<file path="src/rtl/custom_busmatrix_wrr_arbiter.sv">
// Weighted round-robin output-stage arbiter for the custom AHB bus matrix.
// Four input ports share one slave; per-port credits set the bandwidth ratio.

module custom_busmatrix_wrr_credit #(
  parameter int WEIGHT_W = 4
) (
  input  logic                HCLK,
  input  logic                HRESET,
  input  logic                i_en,
  input  logic                i_refill,
  input  logic                i_consume,
  input  logic [WEIGHT_W-1:0] i_weight,
  output logic [WEIGHT_W-1:0] o_credit
);
  logic [WEIGHT_W-1:0] w_eff;
  logic [WEIGHT_W-1:0] r_credit;

  // A zero weight still earns one grant per refill.
  assign w_eff = (i_weight == '0) ? WEIGHT_W'(1) : i_weight;

  always_ff @(posedge HCLK) begin
    if (HRESET) begin
      r_credit <= w_eff;
    end else if (i_en) begin
      if (i_refill)
        r_credit <= i_consume ? (w_eff - WEIGHT_W'(1)) : w_eff;
      else if (i_consume && (r_credit != '0))
        r_credit <= r_credit - WEIGHT_W'(1);
    end
  end

  assign o_credit = r_credit;
endmodule

module custom_busmatrix_wrr_arbiter #(
  parameter int WEIGHT_W = 4
) (
  input  logic                  HCLK,
  input  logic                  HRESET,
  input  logic [3:0]            req_port,
  input  logic [4*WEIGHT_W-1:0] weight_cfg,
  input  logic                  HREADYM,
  input  logic                  HSELM,
  input  logic [1:0]            HTRANSM,
  input  logic [2:0]            HBURSTM,
  input  logic                  HMASTLOCKM,
  output logic [1:0]            addr_in_port,
  output logic                  no_port,
  output logic [3:0]            credit_empty
);
  localparam logic [1:0] TR_IDLE = 2'b00, TR_BUSY = 2'b01, TR_NSEQ = 2'b10, TR_SEQ = 2'b11;
  localparam logic [2:0] BU_SINGLE = 3'd0, BU_INCR = 3'd1, BU_WRAP4 = 3'd2, BU_INCR4 = 3'd3,
                         BU_WRAP8 = 3'd4, BU_INCR8 = 3'd5, BU_WRAP16 = 3'd6, BU_INCR16 = 3'd7;

  logic [3:0][WEIGHT_W-1:0] w_credit;
  logic [3:0]               w_elig;
  logic                     w_refill;
  logic                     w_consume;
  logic [3:0]               w_cur_oh;
  logic [1:0]               w_p1;
  logic [2:0]               w_pick_e0, w_pick_r0, w_pick_eo, w_pick_ro;

  logic [3:0] r_remain, w_next_remain;
  logic       r_hold, w_next_hold;
  logic [1:0] r_early, w_next_early;
  logic [1:0] r_port, w_next_port;
  logic       r_no_port, w_next_no_port;

  // Returns {found, index} of the first set bit scanning upward from start.
  function automatic logic [2:0] f_pick(input logic [3:0] v, input logic [1:0] start);
    logic [2:0] res;
    logic [1:0] idx;
    res = 3'b000;
    for (int k = 3; k >= 0; k--) begin
      idx = start + 2'(k);
      if (v[idx]) res = {1'b1, idx};
    end
    return res;
  endfunction

  assign w_consume = HSELM & ~r_no_port & (HTRANSM == TR_NSEQ);
  assign w_refill  = (|req_port) & ~(|w_elig);

  for (genvar i = 0; i < 4; i++) begin : g_port
    custom_busmatrix_wrr_credit #(.WEIGHT_W(WEIGHT_W)) u_credit (
      .HCLK      (HCLK),
      .HRESET    (HRESET),
      .i_en      (HREADYM),
      .i_refill  (w_refill),
      .i_consume (w_consume && (r_port == 2'(i))),
      .i_weight  (weight_cfg[i*WEIGHT_W +: WEIGHT_W]),
      .o_credit  (w_credit[i])
    );
    assign credit_empty[i] = (w_credit[i] == '0);
    assign w_elig[i]       = req_port[i] & ~credit_empty[i];
  end

  assign w_cur_oh  = 4'b0001 << r_port;
  assign w_p1      = r_port + 2'd1;
  assign w_pick_e0 = f_pick(w_elig, 2'd0);
  assign w_pick_r0 = f_pick(req_port, 2'd0);
  assign w_pick_eo = f_pick(w_elig & ~w_cur_oh, w_p1);
  assign w_pick_ro = f_pick(req_port & ~w_cur_oh, w_p1);

  // Burst tracker: keeps fixed bursts whole, caps chained short INCR bursts.
  always_comb begin
    w_next_remain = r_remain;
    w_next_hold   = r_hold;
    if (!HSELM || HTRANSM == TR_IDLE) begin
      w_next_remain = 4'd0;
      w_next_hold   = 1'b0;
    end else begin
      case (HTRANSM)
        TR_NSEQ: begin
          case (HBURSTM)
            BU_INCR16, BU_WRAP16: begin w_next_remain = 4'd14; w_next_hold = 1'b1; end
            BU_INCR8,  BU_WRAP8:  begin w_next_remain = 4'd6;  w_next_hold = 1'b1; end
            BU_INCR4,  BU_WRAP4:  begin w_next_remain = 4'd2;  w_next_hold = 1'b1; end
            BU_INCR: begin
              w_next_remain = (r_early == 2'd1) ? 4'd0 : 4'd2;
              w_next_hold   = (r_early != 2'd1);
            end
            default: begin w_next_remain = 4'd0; w_next_hold = 1'b0; end
          endcase
        end
        TR_SEQ: begin
          if (r_remain == 4'd0) w_next_hold = 1'b0;
          else                  w_next_remain = r_remain - 4'd1;
        end
        default: ;
      endcase
    end
    if (!w_next_hold)              w_next_early = 2'd0;
    else if (HTRANSM == TR_NSEQ)   w_next_early = r_early + 2'd1;
    else                           w_next_early = r_early;
  end

  always_comb begin
    w_next_port    = r_port;
    w_next_no_port = r_no_port;
    if (HMASTLOCKM || w_next_hold) begin
      w_next_no_port = 1'b0;
    end else if (r_no_port) begin
      if (w_pick_e0[2]) begin
        w_next_port    = w_pick_e0[1:0];
        w_next_no_port = 1'b0;
      end else if (w_pick_r0[2]) begin
        w_next_port    = w_pick_r0[1:0];
        w_next_no_port = 1'b0;
      end
    end else if (w_pick_eo[2]) begin
      w_next_port = w_pick_eo[1:0];
    end else if (w_elig[r_port] || HSELM) begin
      w_next_port = r_port;
    end else if (w_pick_ro[2]) begin
      w_next_port = w_pick_ro[1:0];
    end else begin
      w_next_no_port = 1'b1;
    end
  end

  always_ff @(posedge HCLK) begin
    if (HRESET) begin
      r_remain  <= 4'd0;
      r_hold    <= 1'b0;
      r_early   <= 2'd0;
      r_port    <= 2'd0;
      r_no_port <= 1'b1;
    end else if (HREADYM) begin
      r_remain  <= w_next_remain;
      r_hold    <= w_next_hold;
      r_early   <= w_next_early;
      r_port    <= w_next_port;
      r_no_port <= w_next_no_port;
    end
  end

  assign addr_in_port = r_port;
  assign no_port      = r_no_port;
endmodule

</file>
<file path="config.mk">
export PLATFORM = sky130hd
export DESIGN_NAME = custom_busmatrix_wrr_arbiter
export DESIGN_NICKNAME = d
export VERILOG_FILES = /design/src/rtl/custom_busmatrix_wrr_arbiter.sv
export SDC_FILE = /design/constraint.sdc
export NUM_CORES = 1
export LEC_CHECK = 0
export ABC_AREA = 1
export ABC_CLOCK_PERIOD_IN_PS = 1900
export CORE_AREA = 2 2 86 88
export CTS_CLUSTER_DIAMETER = 100
export DETAILED_ROUTE_END_ITERATION = 10
export DIE_AREA = 0 0 88 90
export GPL_TIMING_DRIVEN = 0
export PLACE_DENSITY = 0.66
export SYNTH_ARGS = -nofsm -noshare
export SYNTH_HDL_FRONTEND = slang
export SYNTH_SLANG_ARGS = --single-unit
</file>
<file path="constraint.sdc">
create_clock -name HCLK -period 1.9 [get_ports HCLK]
set_input_delay 0.285 -clock HCLK [delete_from_list [all_inputs] [get_ports HCLK]]
set_output_delay 0.285 -clock HCLK [all_outputs]
set_load 0.02 [all_outputs]
</file>
==> impl_metrics.json, run 1 <==
{
  "outcome": "finished, violations left",
  "violations": "negative setup slack",
  "min_period_ps": 1920,
  "drt_iter0_drc": 142,
  "via_count": 2882,
  "dieArea_um2": 7920,
  "synthTopCellsByArea": "edfxtp_1 (18%), nand2_1 (17%), inv_1 (9.5%)",
  "final-hold-violation-count": 0,
  "cp_common_cell": "inv_2",
  "fin_total_pwr_mw": 2.04,
  "cp-start-kind": "flop",
  "hold_class": "reg -> reg",
  "fmax_mhz": 521,
  "start_util": 0.377,
  "die_y_um": 90,
  "hold_slack_ps": 477,
  "fin_util": 0.534,
  "ff2ff_path_depth": 13,
  "clockBufferDepth": 2,
  "drv_slew": 0,
  "synth_simple_gate_area_share": 0.361,
  "crit_buf_inv": 4,
  "dp_hpwl_mm": 5.24,
  "antenna_found_initial": 0,
  "yosysSeqAreaShare": 0.257,
  "grt_pass1_wl_mm": 11.9,
  "endpoint_kind": "flop",
  "ys_warn_count": 0,
  "slowest_stage": "edfxtp_1",
  "synth_top_family_by_area": "simple AND/OR/NAND/NOR gates",
  "synth_edf_count": 16,
  "synth_compound_area_frac": 0.137,
  "most-common-layout-cells": "nand2_1 (100), inv_1 (53), nor2_1 (35), clkdlybuf4s50_1 (25), nand3_1 (24)",
  "synth_cell_type_count": 36,
  "tightest_slew_ps": 580,
  "fin_ws_ps": -18.0,
  "synthesis.nets": 468,
  "p_leak_nw": 1.74,
  "period_share": 1.01,
  "n_fill_cell": 672,
  "tns_ps": -98.0,
  "power_density_nw_per_um2": 543,
  "nets": 530,
  "track_usage": 0.185,
  "clock_latency_ps": 270,
  "ir_drop_uv": 335,
  "drcViolationCount": 0,
  "cp.arrival_ps": 1920,
  "ant_nets": 0,
  "crit_type": "reg -> reg",
  "ys_ff_latch": 26,
  "clk_pin_slew_ps": 100,
  "cp.required_ps": 1900,
  "cts_buffers": 3,
  "synth_top_area_cell": "edfxtp_1",
  "synthAdderAreaFrac": 0.0661,
  "cap_violations": 0,
  "drive_gt1_frac": 0.266,
  "synth_ff_type": "edfxtp_1",
  "synthToLayoutAreaGrowth_pct": 41.5,
  "drt-total-wl_mm": 7.41,
  "diodes": 0,
  "grt_max_degree": 15,
  "muxShareOfSynthArea": 0,
  "relSlewSlack": 0.614,
  "synth_cells": 424,
  "grt_pass1_vias": 2632,
  "postCtsHoldBufs": 0,
  "mostFrequentLayoutCell": "nand2_1",
  "rows": 31,
  "netlist.area_leader.share": 0.181,
  "wire_per_inst_um": 12.7,
  "crit_path_max_fanout": 5,
  "numClockSinks": 26,
  "clock-root-buffer": "clkbuf_8",
  "syn_area_um2": 2650,
  "crit_cells": 13,
  "drt-vias-per-instance": 4.93,
  "synth-xor-area-share": 0.0529,
  "path_delay_family": "simple AND/OR/NAND/NOR gates",
  "place_congestion": 0.826,
  "setup-violations-final": 8,
  "core-area_um2": 7020,
  "holdPathStages": 2,
  "cts_tree": "yes",
  "grt-ovfl-total": 0,
  "syn_avg_cell_area_um2": 6.25,
  "die_w_um": 88,
  "path_cells": "inv_2 -> ha_4 -> nand3_4 -> nand2_4 -> nand2_4 -> nor2_4 -> nand2_2 -> inv_2 -> nor2_4 -> buf_6 -> o21ai_1 -> nand2_1 -> inv_2",
  "fin_skew_ps": 2.87,
  "portBuffers": 32,
  "max_stage_delay_ps": 390,
  "drtPass1Iterations": 4,
  "cts_htree_levels": 1,
  "io_pins": 37,
  "postSynth.asyncResetShare": 0,
  "rsz0062_at_grt": "true"
}
==> Yosys cell counts (all sizes together), types with 8 or more instances <==
master  count
nor2       45
o21ai      25
edfxtp     16
inv        68
nand2     125
dfxtp      10
xor2       11
a21oi      24
buf         8
ha         14
nand3      30
==> report_power, final <==
part	total, mW	switching (mW)	internal, mW
clock	0.376	0.191	0.186
sequential	0.685	0.0278	0.657
combinational	0.975	0.547	0.428
total	2.04	0.766	1.27
==> tightest hold or removal path, stage by stage, from the launching register on <==
cell,delay [ps]
dfxtp_1,340
nand2_1,60
o31ai_1,50
==> what timing repair did <==
action | in CTS | in global routing
gates cloned | 2 | 0
resized for setup | 54 | 71
buffers inserted | 8 | 16
setup endpoints to repair | 39 | 37
pin swaps | 5 | 19
endpoints found under the hold margin | 0 | 0
==> flip-flops by register name, summed over array words and instances (netlist names) <==
signal / count
no_port: 1
g_port.u_credit.o_credit: 16
r_hold: 1
r_remain: 4
r_early: 2
addr_in_port: 2
==> area by class of cell <==
type / count / area, um2 / share of cell area
Buffer: 13 / 104 / 0.0277
Sequential cell: 26 / 688 / 0.184
Clock buffer: 4 / 55.1 / 0.0147
Multi-Input combinational cell: 316 / 1990 / 0.531
Inverter: 68 / 258 / 0.0687
Timing Repair Buffer: 58 / 532 / 0.142
Tap cell: 99 / 124 / 0.0330
==> logic make-up (layout without fill, tap and decap cells) <==
| kind of cell | after synthesis | after routing |
|---|---|---|
| AOI/OAI and AO/OA | 65 | 65 |
| xor gates and xnor gates | 16 | 16 |
| adders and majority gates | 14 | 14 |
| and+or+nand+nor | 221 | 221 |
| buffers and inverters | 82 | 143 |
| DFF | 26 | 26 |
==> worst paths after layout <==
kind	start	to	slack [ps]
min	r_hold	r_hold	480
max reg2reg	g_port[3].u_credit.o_credit[1]	g_port[1].u_credit.o_credit[3]	-20
min reg2reg	r_hold	r_hold	480
max	g_port[3].u_credit.o_credit[1]	g_port[1].u_credit.o_credit[3]	-20
==> metal layers <==
layer | GRT usage | part of all wire | vias to the layer above
met5 | 0 | 0 | -
met2 | 0.306 | 0.49 | 80
met4 | 0.0538 | 0.019 | 0
met3 | 0.0275 | 0.047 | 10
li1 | - | - | 1479
met1 | 0.246 | 0.45 | 1313
==> per-stage QoR <==
step,setup slack (ps),cells,instance area (um2)
2_1_floorplan,10.5,424,2710
3_3_place_gp,-367,555,3150
3_5_place_dp,-392,555,3150
4_1_cts,2.07,569,3420
5_1_grt,-123,584,3750
6_report,-18.0,584,3750
Power figures use the tool's default switching activity.
==> inputs of run 2 (changes only) <==
- CAP_MARGIN: default -> 0
- CTS_BUF_LIST: default -> sky130_fd_sc_hd__clkbuf_4
==> run 2 against run 1 <==
- the run now ends clean
- global-route usage decreased by 0.28 points
- sequential power about the same
- fmax increased by 1.5%
- power decreased by 6.0%
- critical endpoint unchanged
- largest cell class unchanged
- highest routed layer unchanged
==> impl_metrics.json, run 2 (same netlist as run 1, synthesis figures left out) <==
{
  "most-common-layout-cells": "nand2_1 (101), inv_1 (52), nor2_1 (35), buf_4 (29), clkdlybuf4s50_1 (28)",
  "mostFrequentLayoutCell": "nand2_1",
  "drv_slew": 0,
  "fin_total_pwr_mw": 1.91,
  "crit_cells": 13,
  "relSlewSlack": 0.606,
  "cap_violations": 0,
  "clock_latency_ps": 330,
  "swShare": 0.391,
  "endpoint_kind": "flop",
  "combPwrFrac": 0.509,
  "dp_cells": 555,
  "rrSetupSlack_ps": 10,
  "tightest_slew_ps": 591,
  "power_density_nw_per_um2": 514,
  "portBuffers": 32,
  "p_leak_nw": 1.72,
  "path_cells": "inv_2 -> ha_4 -> nand3_4 -> nand2_2 -> nand2_2 -> nor2_4 -> nand2_2 -> inv_2 -> nor2_2 -> buf_6 -> o21ai_0 -> nand2_1 -> inv_2",
  "hold_class": "reg -> reg",
  "clk_pin_slew_ps": 150,
  "track_usage": 0.182,
  "drt-total-wl_mm": 7.43,
  "final-hold-violation-count": 0,
  "numClockSinks": 26,
  "diodes": 0,
  "ir_drop_uv": 233,
  "slowest_stage": "edfxtp_1",
  "nets": 535,
  "drcViolationCount": 0,
  "die_w_um": 88,
  "fin_skew_ps": 7.49,
  "largest_reg_flops": 16,
  "clkPwrFrac": 0.133,
  "core-area_um2": 7020,
  "drt_iter0_drc": 149,
  "fin_util": 0.531,
  "grt_pass1_wl_mm": 11.8,
  "wire_per_inst_um": 12.6,
  "ff2ff_path_depth": 13,
  "switchingPower_mw": 0.748,
  "synthToLayoutAreaGrowth_pct": 40.7,
  "min_period_ps": 1890,
  "rr_endpoint": "g_port[1].u_credit.o_credit[3]",
  "setup-violations-final": 0,
  "start_util": 0.377,
  "fin_ws_ps": 11.0,
  "drive_gt1_frac": 0.263,
  "drt-vias-per-instance": 4.93,
  "period_share": 0.994,
  "outcome": "finished clean",
  "rsz0062_at_grt": "true",
  "drtPass1Iterations": 5,
  "cp.arrival_ps": 1960,
  "grt_pass1_vias": 2641,
  "tns_ps": 0,
  "fmax_mhz": 529,
  "cts_buffers": 3,
  "ant_nets": 0,
  "crit_path_max_fanout": 5,
  "holdPathEnd": "r_early[1]",
  "dp_slack_ps": -392,
  "cp-start-kind": "flop",
  "crit_type": "reg -> reg",
  "stdcell_count": 589,
  "holdPathStages": 2,
  "cell_internal_pwr_mw": 1.17,
  "via_count": 2906,
  "crit_buf_inv": 4,
  "clock-root-buffer": "clkbuf_4",
  "cts_htree_levels": 1,
  "die_y_um": 90,
  "path_delay_family": "simple AND/OR/NAND/NOR gates",
  "antenna_found_initial": 0,
  "cp.required_ps": 1970,
  "clockBufferDepth": 2,
  "dp_hpwl_mm": 5.24,
  "rows": 31,
  "grt_max_degree": 15,
  "max_stage_delay_ps": 400,
  "place_congestion": 0.826,
  "grt-ovfl-total": 0,
  "r2r_start": "g_port[1].u_credit.o_credit[0]",
  "io_pins": 37,
  "p_seq_frac": 0.357,
  "cts_tree": "yes",
  "dieArea_um2": 7920,
  "min_from": "r_early[1]"
}
==> run 2: cell types whose count changed in the layout (fill, tap and decap cells not counted), sizes merged <==
cell,before,now
buf,34,39
clkdlybuf4s50,25,28
dlygate4sd2,4,2
dlymetal6s2s,1,0
inv,68,69
clkbuf,10,9
==> run 2: worst register-to-register path: cells and delay by family (launching register included) <==
family,cells,cell delay [ps]
AND/OR/NAND/NOR,7,590
buffers and inverters,4,420
adder cells (fa/ha/maj),1,160
AO/OA/AOI/OAI,1,70
flip-flops,1,400
==> run 2: layer usage <==
| layer | global-route usage | share of wire | up-vias |
|---|---|---|---|
| met3 | 0.0266 | 0.054 | 10 |
| met4 | 0.0385 | 0.014 | 0 |
| li1 | - | - | 1491 |
| met1 | 0.241 | 0.43 | 1316 |
| met5 | 0 | 0 | - |
| met2 | 0.310 | 0.50 | 89 |
==> run 2: power groups by stage <==
stage / Clock [mW] / Combinational (mW) / Sequential (mW)
after floorplan: 0 / 0.541 / 0.699
after global placement: 0 / 0.734 / 0.698
after detailed placement: 0 / 0.745 / 0.700
after CTS: 0.274 / 0.853 / 0.682
after global routing: 0.290 / 1.08 / 0.689
final: 0.255 / 0.975 / 0.684
==> run 2: how the worst max path moves through the flow <==
stage | end | startpoint
after CTS | g_port[1].u_credit.o_credit[3] | g_port[3].u_credit.o_credit[1]
after global routing | addr_in_port[0] | g_port[1].u_credit.o_credit[1]
after global placement | g_port[2].u_credit.o_credit[2] | HTRANSM[1]
final | g_port[1].u_credit.o_credit[3] | g_port[1].u_credit.o_credit[0]
after detailed placement | g_port[2].u_credit.o_credit[2] | HTRANSM[1]
after floorplan | g_port[0].u_credit.o_credit[0] | g_port[3].u_credit.o_credit[0]
==> run 2: final cells by class <==
type	instances	area [um2]
Clock buffer	3	22.5
Multi-Input combinational cell	316	1970
Timing Repair Buffer	63	557
Buffer	13	101
Fill cell	673	3290
Sequential cell	26	688
Clock inverter	1	3.75
Inverter	68	258
Tap cell	99	124
==> run 2: timing repair <==
action,in CTS,in global routing
cloned,1,0
pin swaps,11,21
setup buffers,17,13
resized for setup,50,63
endpoints found under the setup margin,39,39
hold buffers,0,0
==> run 2: stage by stage <==
| stage | instance area [um2] | hold slack (ps) |
|---|---|---|
| 4_1_cts | 3440 | 488 |
| 3_5_place_dp | 3150 | 455 |
| 6_report | 3730 | 484 |
| 5_1_grt | 3730 | 507 |
| 3_3_place_gp | 3150 | 440 |
| 2_1_floorplan | 2710 | 428 |
